==> config.mk <==
export PLATFORM = sky130hd
export DESIGN_NAME = tls_timer
export DESIGN_NICKNAME = d
export VERILOG_FILES = /design/src/rtl/tls_pkg.sv /design/src/rtl/tls_debounce.sv /design/src/rtl/tls_timer.sv
export SDC_FILE = /design/constraint.sdc
export NUM_CORES = 1
export LEC_CHECK = 0
export ABC_CLOCK_PERIOD_IN_PS = 2160
export BUFFER_PORTS_ARGS = -buffer_cell sky130_fd_sc_hd__buf_4
export CORE_UTILIZATION = 30
export DETAILED_ROUTE_END_ITERATION = 12
export SLEW_MARGIN = 20
export SYNTH_ARGS = -nofsm -noshare
export SYNTH_HDL_FRONTEND = slang
export SYNTH_SLANG_ARGS = --single-unit
==> constraint.sdc <==
create_clock -name clk -period 2.16 [get_ports clk]
set_clock_uncertainty 0.05 [all_clocks]
set_input_delay 0.54 -clock clk [delete_from_list [all_inputs] [get_ports clk]]
set_output_delay 0.54 -clock clk [all_outputs]
set_load 0.01 [all_outputs]
==> src/rtl/tls_pkg.sv <==
// Shared definitions for the tls traffic-light controller and its timer front end.
// Default timing constants live here so tls and tls_timer agree on them.
package tls_pkg;

  typedef enum logic [1:0] {
    S_SHORT = 2'd0,
    S_LONG  = 2'd1,
    S_DONE  = 2'd2
  } timer_state_e;

  localparam int TLS_PRESCALE    = 10;
  localparam int TLS_SHORT_TICKS = 3;
  localparam int TLS_LONG_TICKS  = 8;
  localparam int TLS_CNT_W       = 8;
  localparam int TLS_DEB_CYCLES  = 4;
  localparam int TLS_SYNC_STAGES = 2;

  // Width of a counter holding 0..n-1, never narrower than one bit.
  function automatic int ctr_width(input int n);
    return (n > 1) ? $clog2(n) : 1;
  endfunction

endpackage

==> src/rtl/tls_debounce.sv <==
// Synchroniser plus debounce filter: dout follows din only after din has
// held a new level for DEB_CYCLES consecutive synchronised samples.
module tls_debounce
  import tls_pkg::*;
#(
  parameter int DEB_CYCLES  = TLS_DEB_CYCLES,
  parameter int SYNC_STAGES = TLS_SYNC_STAGES
) (
  input  logic clk,
  input  logic rst,
  input  logic din,
  output logic dout
);

  localparam int DW = ctr_width(DEB_CYCLES);
  localparam logic [DW-1:0] DEB_LAST = DW'(DEB_CYCLES - 1);

  logic [SYNC_STAGES-1:0] sync_reg;
  logic [SYNC_STAGES-1:0] sync_next;
  logic [DW-1:0]          deb_cnt_reg;
  logic [DW-1:0]          deb_cnt_next;
  logic                   c_reg;
  logic                   c_next;
  logic                   s_last;

  genvar gi;
  generate
    for (gi = 0; gi < SYNC_STAGES; gi++) begin : g_sync
      if (gi == 0) begin : g_first
        assign sync_next[gi] = din;
      end else begin : g_chain
        assign sync_next[gi] = sync_reg[gi-1];
      end
    end
  endgenerate

  assign s_last = sync_reg[SYNC_STAGES-1];

  always_ff @(posedge clk or negedge rst) begin
    if (!rst) begin
      sync_reg    <= '0;
      deb_cnt_reg <= '0;
      c_reg       <= 1'b0;
    end else begin
      sync_reg    <= sync_next;
      deb_cnt_reg <= deb_cnt_next;
      c_reg       <= c_next;
    end
  end

  // Any sample agreeing with the current output restarts the stability window.
  always_comb begin
    deb_cnt_next = '0;
    c_next       = c_reg;
    if (s_last != c_reg) begin
      if (deb_cnt_reg == DEB_LAST) begin
        c_next       = ~c_reg;
        deb_cnt_next = '0;
      end else begin
        deb_cnt_next = deb_cnt_reg + 1'b1;
      end
    end
  end

  assign dout = c_reg;

  a_deb_cycles: assert property (@(posedge clk) DEB_CYCLES >= 1);
  a_sync_stages: assert property (@(posedge clk) SYNC_STAGES >= 2);

endmodule

==> src/rtl/tls_timer.sv <==
// Interval timer and car-sensor conditioning for the tls controller.
// ST restarts the tick count; TS/TL report the short and long intervals elapsed.
module tls_timer
  import tls_pkg::*;
#(
  parameter int PRESCALE    = TLS_PRESCALE,
  parameter int SHORT_TICKS = TLS_SHORT_TICKS,
  parameter int LONG_TICKS  = TLS_LONG_TICKS,
  parameter int CNT_W       = TLS_CNT_W,
  parameter int DEB_CYCLES  = TLS_DEB_CYCLES
) (
  input  logic             clk,
  input  logic             rst,
  input  logic             ST,
  input  logic             car_raw,
  output logic             TS,
  output logic             TL,
  output logic             C,
  output logic             tick,
  output logic [CNT_W-1:0] count
);

  localparam int PW = ctr_width(PRESCALE);
  localparam logic [PW-1:0]    PRE_LAST = PW'(PRESCALE - 1);
  localparam logic [CNT_W-1:0] CNT_MAX  = '1;
  localparam logic [CNT_W-1:0] SHORT_TH = CNT_W'(SHORT_TICKS);
  localparam logic [CNT_W-1:0] LONG_TH  = CNT_W'(LONG_TICKS);

  logic [PW-1:0]    pre_cnt_reg;
  logic [PW-1:0]    pre_cnt_next;
  logic [CNT_W-1:0] count_reg;
  logic [CNT_W-1:0] count_next;
  timer_state_e     state_reg;
  timer_state_e     state_next;
  logic             ts_dec;
  logic             tl_dec;

  // ST suppresses the strobe so a restart edge never also counts a tick.
  assign tick = (pre_cnt_reg == PRE_LAST) && !ST;

  always_comb begin
    pre_cnt_next = pre_cnt_reg + 1'b1;
    if (ST || pre_cnt_reg == PRE_LAST) begin
      pre_cnt_next = '0;
    end
  end

  always_comb begin
    count_next = count_reg;
    if (ST) begin
      count_next = '0;
    end else if (tick && count_reg != CNT_MAX) begin
      count_next = count_reg + 1'b1;
    end
  end

  always_ff @(posedge clk or negedge rst) begin
    if (!rst) begin
      pre_cnt_reg <= '0;
      count_reg   <= '0;
    end else begin
      pre_cnt_reg <= pre_cnt_next;
      count_reg   <= count_next;
    end
  end

  // FSM state register.
  always_ff @(posedge clk or negedge rst) begin
    if (!rst) begin
      state_reg <= S_SHORT;
    end else begin
      state_reg <= state_next;
    end
  end

  // Thresholds are judged on count_next so TS/TL land on the same edge as count.
  always_comb begin
    state_next = S_SHORT;
    if (!ST) begin
      case (state_reg)
        S_SHORT: begin
          if (count_next >= LONG_TH) begin
            state_next = S_DONE;
          end else if (count_next >= SHORT_TH) begin
            state_next = S_LONG;
          end else begin
            state_next = S_SHORT;
          end
        end
        S_LONG: begin
          state_next = (count_next >= LONG_TH) ? S_DONE : S_LONG;
        end
        S_DONE: begin
          state_next = S_DONE;
        end
        default: begin
          state_next = S_SHORT;
        end
      endcase
    end
  end

  always_comb begin
    ts_dec = 1'b0;
    tl_dec = 1'b0;
    case (state_reg)
      S_LONG: begin
        ts_dec = 1'b1;
      end
      S_DONE: begin
        ts_dec = 1'b1;
        tl_dec = 1'b1;
      end
      default: begin
        ts_dec = 1'b0;
        tl_dec = 1'b0;
      end
    endcase
  end

  assign TS    = ts_dec;
  assign TL    = tl_dec;
  assign count = count_reg;

  tls_debounce #(
    .DEB_CYCLES  (DEB_CYCLES),
    .SYNC_STAGES (TLS_SYNC_STAGES)
  ) u_car_debounce (
    .clk  (clk),
    .rst  (rst),
    .din  (car_raw),
    .dout (C)
  );

  a_prescale: assert property (@(posedge clk) PRESCALE >= 1);
  a_short: assert property (@(posedge clk) SHORT_TICKS >= 1);
  a_long: assert property (@(posedge clk) LONG_TICKS > SHORT_TICKS);
  a_cnt_w: assert property (@(posedge clk) LONG_TICKS < (2 ** CNT_W));

endmodule
Yosys cells after proc, flatten, opt, wreduce, memory -nomap -nowiden. Index checks and enable logic that the tools add are counted.

Add/sub/neg operators: 3. Order comparisons: 2. Eq/ne operators: 6. Muxes and demuxes: 12. Bitwise logic cells: 1. Reduce and logical (&&, ||, !) cells: 7.

Operators by type and width (count): 2-to-1 mux 8 bit (2); 2-to-1 mux 2 bit (5); adder 8 x 1 -> 8 bit (second input constant) (1); >= comparator 8 x 2 -> 1 bit (second input constant) (1); >= comparator 8 x 4 -> 1 bit (second input constant) (1); != test 8 bit (second input constant) (1); one-hot mux 2 bit (3 select lines) (1); adder 4 x 1 -> 4 bit (second input constant) (1); == test 2 bit (second input constant) (2); == test 4 bit (second input constant) (1); 2-to-1 mux 4 bit (1); 2-to-1 mux 1 bit (3); adder 2 x 1 -> 2 bit (second input constant) (1); == test 2 x 1 -> 1 bit (second input constant) (1); logical AND 1 bit (2); zero test 2 bit (1); AND reduction 2 bit (1); OR reduction 2 bit (1); zero test 1 bit (1); logical OR 1 bit (1); != test 1 bit (1); NOT 1 bit (1).

Register bits: 19. Word-level logic and storage cells: 37.

Longest topological paths before layout. Gate-level depths: netlist of the first run.

Depth in word-level cells: 10. Gate-level depth with buffers: 8. Depth with buffers taken out: 8.

By module. A second synthesis of the first run with hierarchy kept.

Cells, all modules: 99. Area total of the unflattened synthesis: 1019.7 um2.

By module, submodules not included: tls_timer (instances 1, cells each 89, area an instance 845.8 um2, seq. area each 350.3 um2); tls_debounce (instances 1, cells each 10, area an instance 173.9 um2, seq. area each 125.1 um2).

Worst setup path after synthesis of the first run. Ideal clock, no wire load.

Path kind: reg2reg. Start point: register pre_cnt_reg[1]. End point: register state_reg[1]. Arrival time: 1.739 ns. Slack: 0.247 ns. Stages on the path, launching flop included: 8. Buffers on the path: 0. Period minus slack after synthesis: 1.913 ns. Cell sequence: dfrtp_1 -> inv_1 -> ha_1 -> nand4bb_4 -> or2_4 -> o311ai_4 -> o221ai_2 -> o31a_1.

Cells in the longest elaborated chain, start to end: 9.

Ends and longest elaborated chain: start, declared (line tls_timer.sv:29) `logic [PW-1:0] pre_cnt_reg;`; start signal, assigned (line tls_timer.sv:62) `pre_cnt_reg <= pre_cnt_next;`; == test 4 bit * (line tls_timer.sv:39) `assign tick = (pre_cnt_reg == PRE_LAST) && !ST;`; logical AND 1 bit * (line tls_timer.sv:39); logical AND 1 bit * (line tls_timer.sv:52) `end else if (tick && count_reg != CNT_MAX) begin`; 2-to-1 mux 8 bit * (line tls_timer.sv:52); 2-to-1 mux 8 bit * (line tls_timer.sv:50) `if (ST) begin`; >= comparator 8 x 4 -> 1 bit * (line tls_timer.sv:82, tls_timer.sv:91); 2-to-1 mux 2 bit (on tied branches) (line tls_timer.sv:91, tls_timer.sv:82); one-hot mux 2 bit (3 select lines) * (line tls_timer.sv:80) `case (state_reg)`; 2-to-1 mux 2 bit * (line tls_timer.sv:79) `if (!ST) begin`; via state_next[1] (line tls_timer.sv:34) `timer_state_e state_next;`; end signal, assigned (line tls_timer.sv:72) `state_reg <= state_next;`; end, declared (line tls_timer.sv:33) `timer_state_e state_reg;`.

Mark *: on every way through the listed nets, which the timed path passes. The rest lies on a longest branch. A chain may end at the register's enable or synchronous reset.

Worst setup path in the final report of the first run. Ends and elaborated chain as after synthesis.

==> metrics.yaml, run 1 <==
synth.most_common_cell: "dfrtp_1"
port_buffers: 15
clkTransAtPathRegs_ns: 0.11
stdcell_count: 164
worstMarginPinSlew_ns: 0.480
synth_area_per_cell_um2: 10.5
synth_area_mm2: 0.00106
firstDrtPassIters: 4
cts_sinks: 19
synthesis.nets: 113
ir_worst_vdd_mv: 0.400
layout-drive-gt1-share_pct: 24.6
synth_cell_types: 33
hold_path_class: "in2async"
power_switching_uw: 184
synth_top_flop_cell: "dfrtp_1"
synth_edf_count: 0
power.clock.fraction_pct: 27.1
pwr-share-comb_pct: 14.4
max_clock_freq_mhz: 486
synth_area_leader_cell: "dfrtp_1"
post-place-ws_ns: 0.0368
cts_root_buf: "clkbuf_4"
synth_top_cells_by_count: "dfrtp_1 (19), nor2_1 (9), ha_1 (8), inv_1 (7), nor3_1 (6)"
area_delta_synth_final_pct: 18.6
grt_max_degree: 20
status: "finished, final reports clean"
cp-start-kind: "register"
largest_register_ffs: 8
cp_data_arrival_time_ns: 2.21
reg2regPathDepth: 7
diodes: 0
num_io_pins: 16
rr_endpoint: "state_reg[1]"
placed_cells: 160
synth_top_area_share_pct: 45.0
wirelength_mm: 2.06
tns_ns: 0
rsz0062_at_grt: "no"
grt_antenna_before_repair: 0
cp_max_fo: 6
dieArea_mm2: 0.00376
yosys-top-cells-area: "dfrtp_1 (45%), ha_1 (9.5%), xnor2_1 (3.3%)"
hold_violations: 0
p_leak_nw: 0.532
slew_headroom_pct: 67.8
p_int_uw: 512
wire_per_inst_um: 12.5
criticalPathCategory: "reg2reg"
place_congestion: 0.853
drc_errors: 0
ys_ff_latch: 19
timing.final.ws_setup_ns: 0.102
maxCapViolCount: 0
synthArstFlopShare_pct: 100
cts-hold-fix-buffers: 0
clk_latency_ns: 0.31
required_ns: 2.31
p_sw_share_pct: 26.4
nets: 131
netlist_instances: 101
yosysWarnings: 0
initial_utilization_pct: 31.4
ff2ff_setup_slack_ns: 0.10
clk_path_buf_depth: 2
numCtsBuffers: 3
h-tree-depth: 1
die_x_um: 61.3
via_per_inst: 4.87
cts_tree: "built"
gr-usage-all-layers_pct: 12.2
drtAntennaViolNets: 0
reg2reg_from: "pre_cnt_reg[1]"
first_global_vias: 712
slew_viol_final: 0
fin_crit_ns: 2.06
powerDensity_mw_per_mm2: 555
drtIter0Drc: 29
rows: 21
endpoint_kind: "register"
finalSetupViolCount: 0
vias: 798
power_frac_seq_pct: 58.5
yosysSeqAreaShare_pct: 45.0
grt_pass1_wl_mm: 3.31
core_mm2: 0.00336
die_h_um: 61.3
timing.final.crit_share_pct: 95.3
hpwlAfterDp_mm: 1.52
grt_overflow: 0
critical path, cell delays in order, from the launching register on:
cell       delay [ns]
dfrtp_1          0.41
inv_1            0.07
ha_2             0.21
nand4bb_4        0.16
or2_4            0.31
o311ai_4         0.31
o221ai_2         0.17
o31a_1           0.27
how the worst max path moves through the flow:
stage              startpoint  depth (start not counted)      endpoint
4_1_cts        pre_cnt_reg[1]                          7  state_reg[1]
3_3_place_gp               ST                          6  state_reg[1]
2_1_floorplan  pre_cnt_reg[1]                          7  state_reg[1]
3_5_place_dp               ST                          6  state_reg[1]
5_1_grt        pre_cnt_reg[1]                          7  state_reg[1]
6_report       pre_cnt_reg[1]                          7  state_reg[1]
layout by cell type (no fill, tap or decap), types with 2 or more instances in the layout:
master,n
o21ai_0,5
buf_4,16
a21oi_1,5
nor2_1,9
nand3b_1,3
xnor2_1,4
clkbuf_4,3
o31a_1,2
nand2b_1,2
nor3_1,6
nand3_1,5
ha_1,7
inv_1,7
nand2_1,5
dfrtp_1,19
cell type report:
class                   instances  area (µm²)
clock buffers                   3        22.5
clock inverters                 1        7.51
fillers                       369        2110
inverters                       7        26.3
multi-input cells              72         543
flip-flops and latches         19         475
well taps                      46        57.6
repair buffers                 16         120
per-layer routing:
layer | vias to the layer above | global-route usage [%] | wire (µm)
li1 | 390 | - | -
met1 | 395 | 16.0 | 991
met2 | 11 | 19.7 | 997
met3 | 2 | 3.78 | 57
met4 | 0 | 2.86 | 12
met5 | - | 0 | 0
power by group through the flow:
stage / Combinational, mW / Clock [mW] / Sequential [mW]
2_1_floorplan: 0.0592 / 0 / 0.415
3_3_place_gp: 0.0974 / 0 / 0.413
3_5_place_dp: 0.101 / 0 / 0.414
4_1_cts: 0.102 / 0.200 / 0.407
5_1_grt: 0.114 / 0.216 / 0.412
6_report: 0.100 / 0.189 / 0.407
per-stage QoR:
stage / area [µm²] / utilization, % / power (mW) / hold slack [ns]
5_1_grt: 1250 / 37.2 / 0.743 / 0.0341
3_5_place_dp: 1220 / 36.3 / 0.515 / 0.293
2_1_floorplan: 1060 / - / 0.474 / 0.194
4_1_cts: 1250 / 37.2 / 0.710 / 0.0315
6_report: 1250 / 37.2 / 0.696 / 0.0346
3_3_place_gp: 1220 / 36.3 / 0.510 / 0.288
cell families after synthesis:
logic type	share of synthesized area [%]
AND/OR/NAND/NOR	22.9
AO/OA/AOI/OAI	14.5
flip-flops	45.0
buffers and inverters	3.79
adder cells (fa/ha/maj)	9.48
XOR/XNOR	3.32
multiplexers	1.07
timing repair:
| item | in CTS | in global routing |
|---|---|---|
| resized for setup | 0 | 1 |
| setup endpoints to repair | 0 | 2 |
| buffers inserted | 0 | 0 |
Note: power is estimated with default switching activity, not from simulation.
==> run 2, diff against run 1 <==
--- a/config.mk
+++ b/config.mk
@@ -5,7 +5,7 @@
 export SDC_FILE = /design/constraint.sdc
 export NUM_CORES = 1
 export LEC_CHECK = 0
-export ABC_CLOCK_PERIOD_IN_PS = 2160
+export ABC_CLOCK_PERIOD_IN_PS = 1850
 export BUFFER_PORTS_ARGS = -buffer_cell sky130_fd_sc_hd__buf_4
 export CORE_UTILIZATION = 30
 export DETAILED_ROUTE_END_ITERATION = 12
==> constraint.sdc (replaced) <==
create_clock -name clk -period 1.85 [get_ports clk]
set_clock_uncertainty 0.05 [all_clocks]
set_input_delay 0.4625 -clock clk [delete_from_list [all_inputs] [get_ports clk]]
set_output_delay 0.4625 -clock clk [all_outputs]
set_load 0.01 [all_outputs]
==> run 2 against run 1 <==
Compared with the run above:
- the flow now finishes with violations (negative setup slack)
- combinational power rose by 34%
- clock-buffer cell count did not move
- flip-flop and latch count did not move
- global-route usage rose by 1.1 points
- cell area rose by 15%
- critical endpoint is now tick
- largest power group unchanged
==> metrics.yaml, run 2 (synthesis results as in run 1) <==
cts_sinks: 19  # unchanged
cp_data_arrival_time_ns: 1.36  # -0.85 ns
die_h_um: 61.3  # unchanged
diodes: 0  # unchanged
rsz0062_at_grt: "yes"
initial_utilization_pct: 31.4  # unchanged
stdcell_count: 183  # +12%
hold_path_class: "in2reg"
largest_register_ffs: 8  # unchanged
grt_max_degree: 20  # unchanged
status: "complete, but fails checks"
final_common_cell: "buf_4"
numCtsBuffers: 3  # unchanged
cp-startpoint: "pre_cnt_reg[1]"
port_buffers: 15  # unchanged
timing.final.ws_setup_ns: -0.0255  # -0.127 ns
mostFrequentLayoutCells: "buf_4 (32), dfrtp_1 (19), nor2_1 (8), ha_1 (7)"
endpoint_kind: "output port"
die_x_um: 61.3  # unchanged
ff2ff_setup_slack_ns: -0.01  # -0.11 ns
hold_violations: 0  # unchanged
pwr-share-comb_pct: 16.1  # +1.7 points
drc_errors: 0  # unchanged
wirelength_mm: 2.25  # +9.1%
cts_tree: "built"
placed_area_mm2: 0.00135  # +10%
power.clock.fraction_pct: 27.2  # about the same
fillers: 348  # -5.7%
finalSetupViolCount: 2  # +2
grt_overflow: 0  # unchanged
required_ns: 1.34  # -0.97 ns
drtIter0Drc: 51  # +76%
tns_ns: -0.0313  # -0.0313 ns
grt_antenna_before_repair: 0  # unchanged
powerDensity_mw_per_mm2: 578  # +4.0%
seq_area_um2: 475  # unchanged
maxCapViolCount: 0  # unchanged
hpwlAfterDp_mm: 1.63  # +7.6%
dieArea_mm2: 0.00376  # unchanged
clk_latency_ns: 0.31  # about the same
layout-drive-gt1-share_pct: 39.4  # +15 points
clkTransAtPathRegs_ns: 0.12  # about the same
post-place-ws_ns: -0.0882  # -0.125 ns
wire_per_inst_um: 12.3  # -2.2%
max_clock_freq_mhz: 533
final_cell_area_mm2: 0.00145  # +15%
num_io_pins: 16  # unchanged
reg2regPathDepth: 10  # +3
drtAntennaViolNets: 0  # unchanged
slew_headroom_pct: 73.3  # +5.5 points
placed_cells: 175  # +9.4%
rr_endpoint: "state_reg[1]"
nets: 150  # +15%
criticalPathCategory: "reg2out"
fin_crit_ns: 1.88
violations: "negative setup slack"
via_per_inst: 4.62  # -5.1%
fin_util_pct: 43.0  # +5.8 points
core_mm2: 0.00336  # unchanged
p_int_uw: 610  # +19%
h-tree-depth: 1  # unchanged
crit_end: "tick"
clk_path_buf_depth: 2  # unchanged
vias: 845  # +5.9%
p_leak_nw: 0.635  # +19%
ir_worst_vdd_mv: 0.358  # -11%
timing.final.crit_share_pct: 101
grt_pass1_wl_mm: 3.60  # +9.0%
place_congestion: 0.918  # +7.5%
cp_max_fo: 4  # -2
cp-start-kind: "register"
multi_input_area_um2: 582  # +7.1%
slew_viol_final: 0  # unchanged
p_sw_share_pct: 27.0  # +0.65 points
firstDrtPassIters: 4  # unchanged
power_switching_uw: 226  # +23%
first_global_vias: 793  # +11%
rows: 21  # unchanged
worstMarginPinSlew_ns: 0.398  # -0.0822 ns
power_frac_seq_pct: 56.7  # -1.8 points
cts_root_buf: "clkbuf_4"
reg2reg_from: "pre_cnt_reg[1]"
gr-usage-all-layers_pct: 13.2  # +1.1 points
area_delta_synth_final_pct: 37.0
[run 2: cell count changes in the layout (fill, tap and decap cells not counted), sizes merged]
cell,before,now
dlygate4sd3,0,1
buf,16,34
[run 2: power by group through the flow]
| stage | clock (mW) | sequential, mW | combinational, mW |
|---|---|---|---|
| 4_1_cts | 0.242 | 0.475 | 0.137 |
| 2_1_floorplan | 0 | 0.486 | 0.0728 |
| 3_5_place_dp | 0 | 0.483 | 0.134 |
| 3_3_place_gp | 0 | 0.481 | 0.128 |
| 5_1_grt | 0.257 | 0.480 | 0.151 |
| 6_report | 0.227 | 0.474 | 0.134 |
[run 2: what timing repair did]
item | in CTS | in global routing
hold buffers | 1 | 0
gates resized for setup | 5 | 6
endpoints found under the hold margin | 19 | 0
setup buffers | 1 | 3
setup endpoints to repair | 3 | 4
pin swaps | 2 | 2
[run 2: area by class of cell]
class / count / share of cell area (%)
Tap cell: 46 / 3.98
Multi-Input combinational cell: 72 / 40.2
Inverter: 7 / 1.99
Clock inverter: 1 / 0.519
Sequential cell: 19 / 32.9
Clock buffer: 3 / 1.56
Timing Repair Buffer: 35 / 18.9
[run 2: metrics by stage]
stage	hold slack, ns	power, mW
3_5_place_dp	0.291	0.617
6_report	0.200	0.835
4_1_cts	0.183	0.854
3_3_place_gp	0.287	0.609
5_1_grt	0.172	0.888
2_1_floorplan	0.117	0.558
[run 2: layer usage]
layer / track usage, % / up-vias / routed length (µm)
met1: 18.7 / 407 / 1050
met4: 3.17 / 0 / 0
met2: 20.2 / 13 / 1110
met5: 0 / - / 0
met3: 3.78 / 0 / 85
li1: - / 425 / -
[run 2: worst min path at each step]
stage / depth (start not counted) / endpoint / slack [ns] / start
floorplan: 0 / count[0] / 0.12 / rst
global placement: 0 / u_car_debounce.sync_reg[1] / 0.29 / u_car_debounce.sync_reg[0]
detailed placement: 0 / u_car_debounce.sync_reg[1] / 0.29 / u_car_debounce.sync_reg[0]
CTS: 1 / u_car_debounce.sync_reg[0] / 0.18 / car_raw
global route: 1 / u_car_debounce.sync_reg[0] / 0.17 / car_raw
finish: 1 / u_car_debounce.sync_reg[0] / 0.20 / car_raw
[run 2: critical path: stages (launching register included)]
cell and delay (ns):
dfrtp_1 0.41, inv_2 0.07, ha_4 0.15, nand4bb_4 0.12
buf_6 0.15, inv_4 0.06, buf_6 0.09
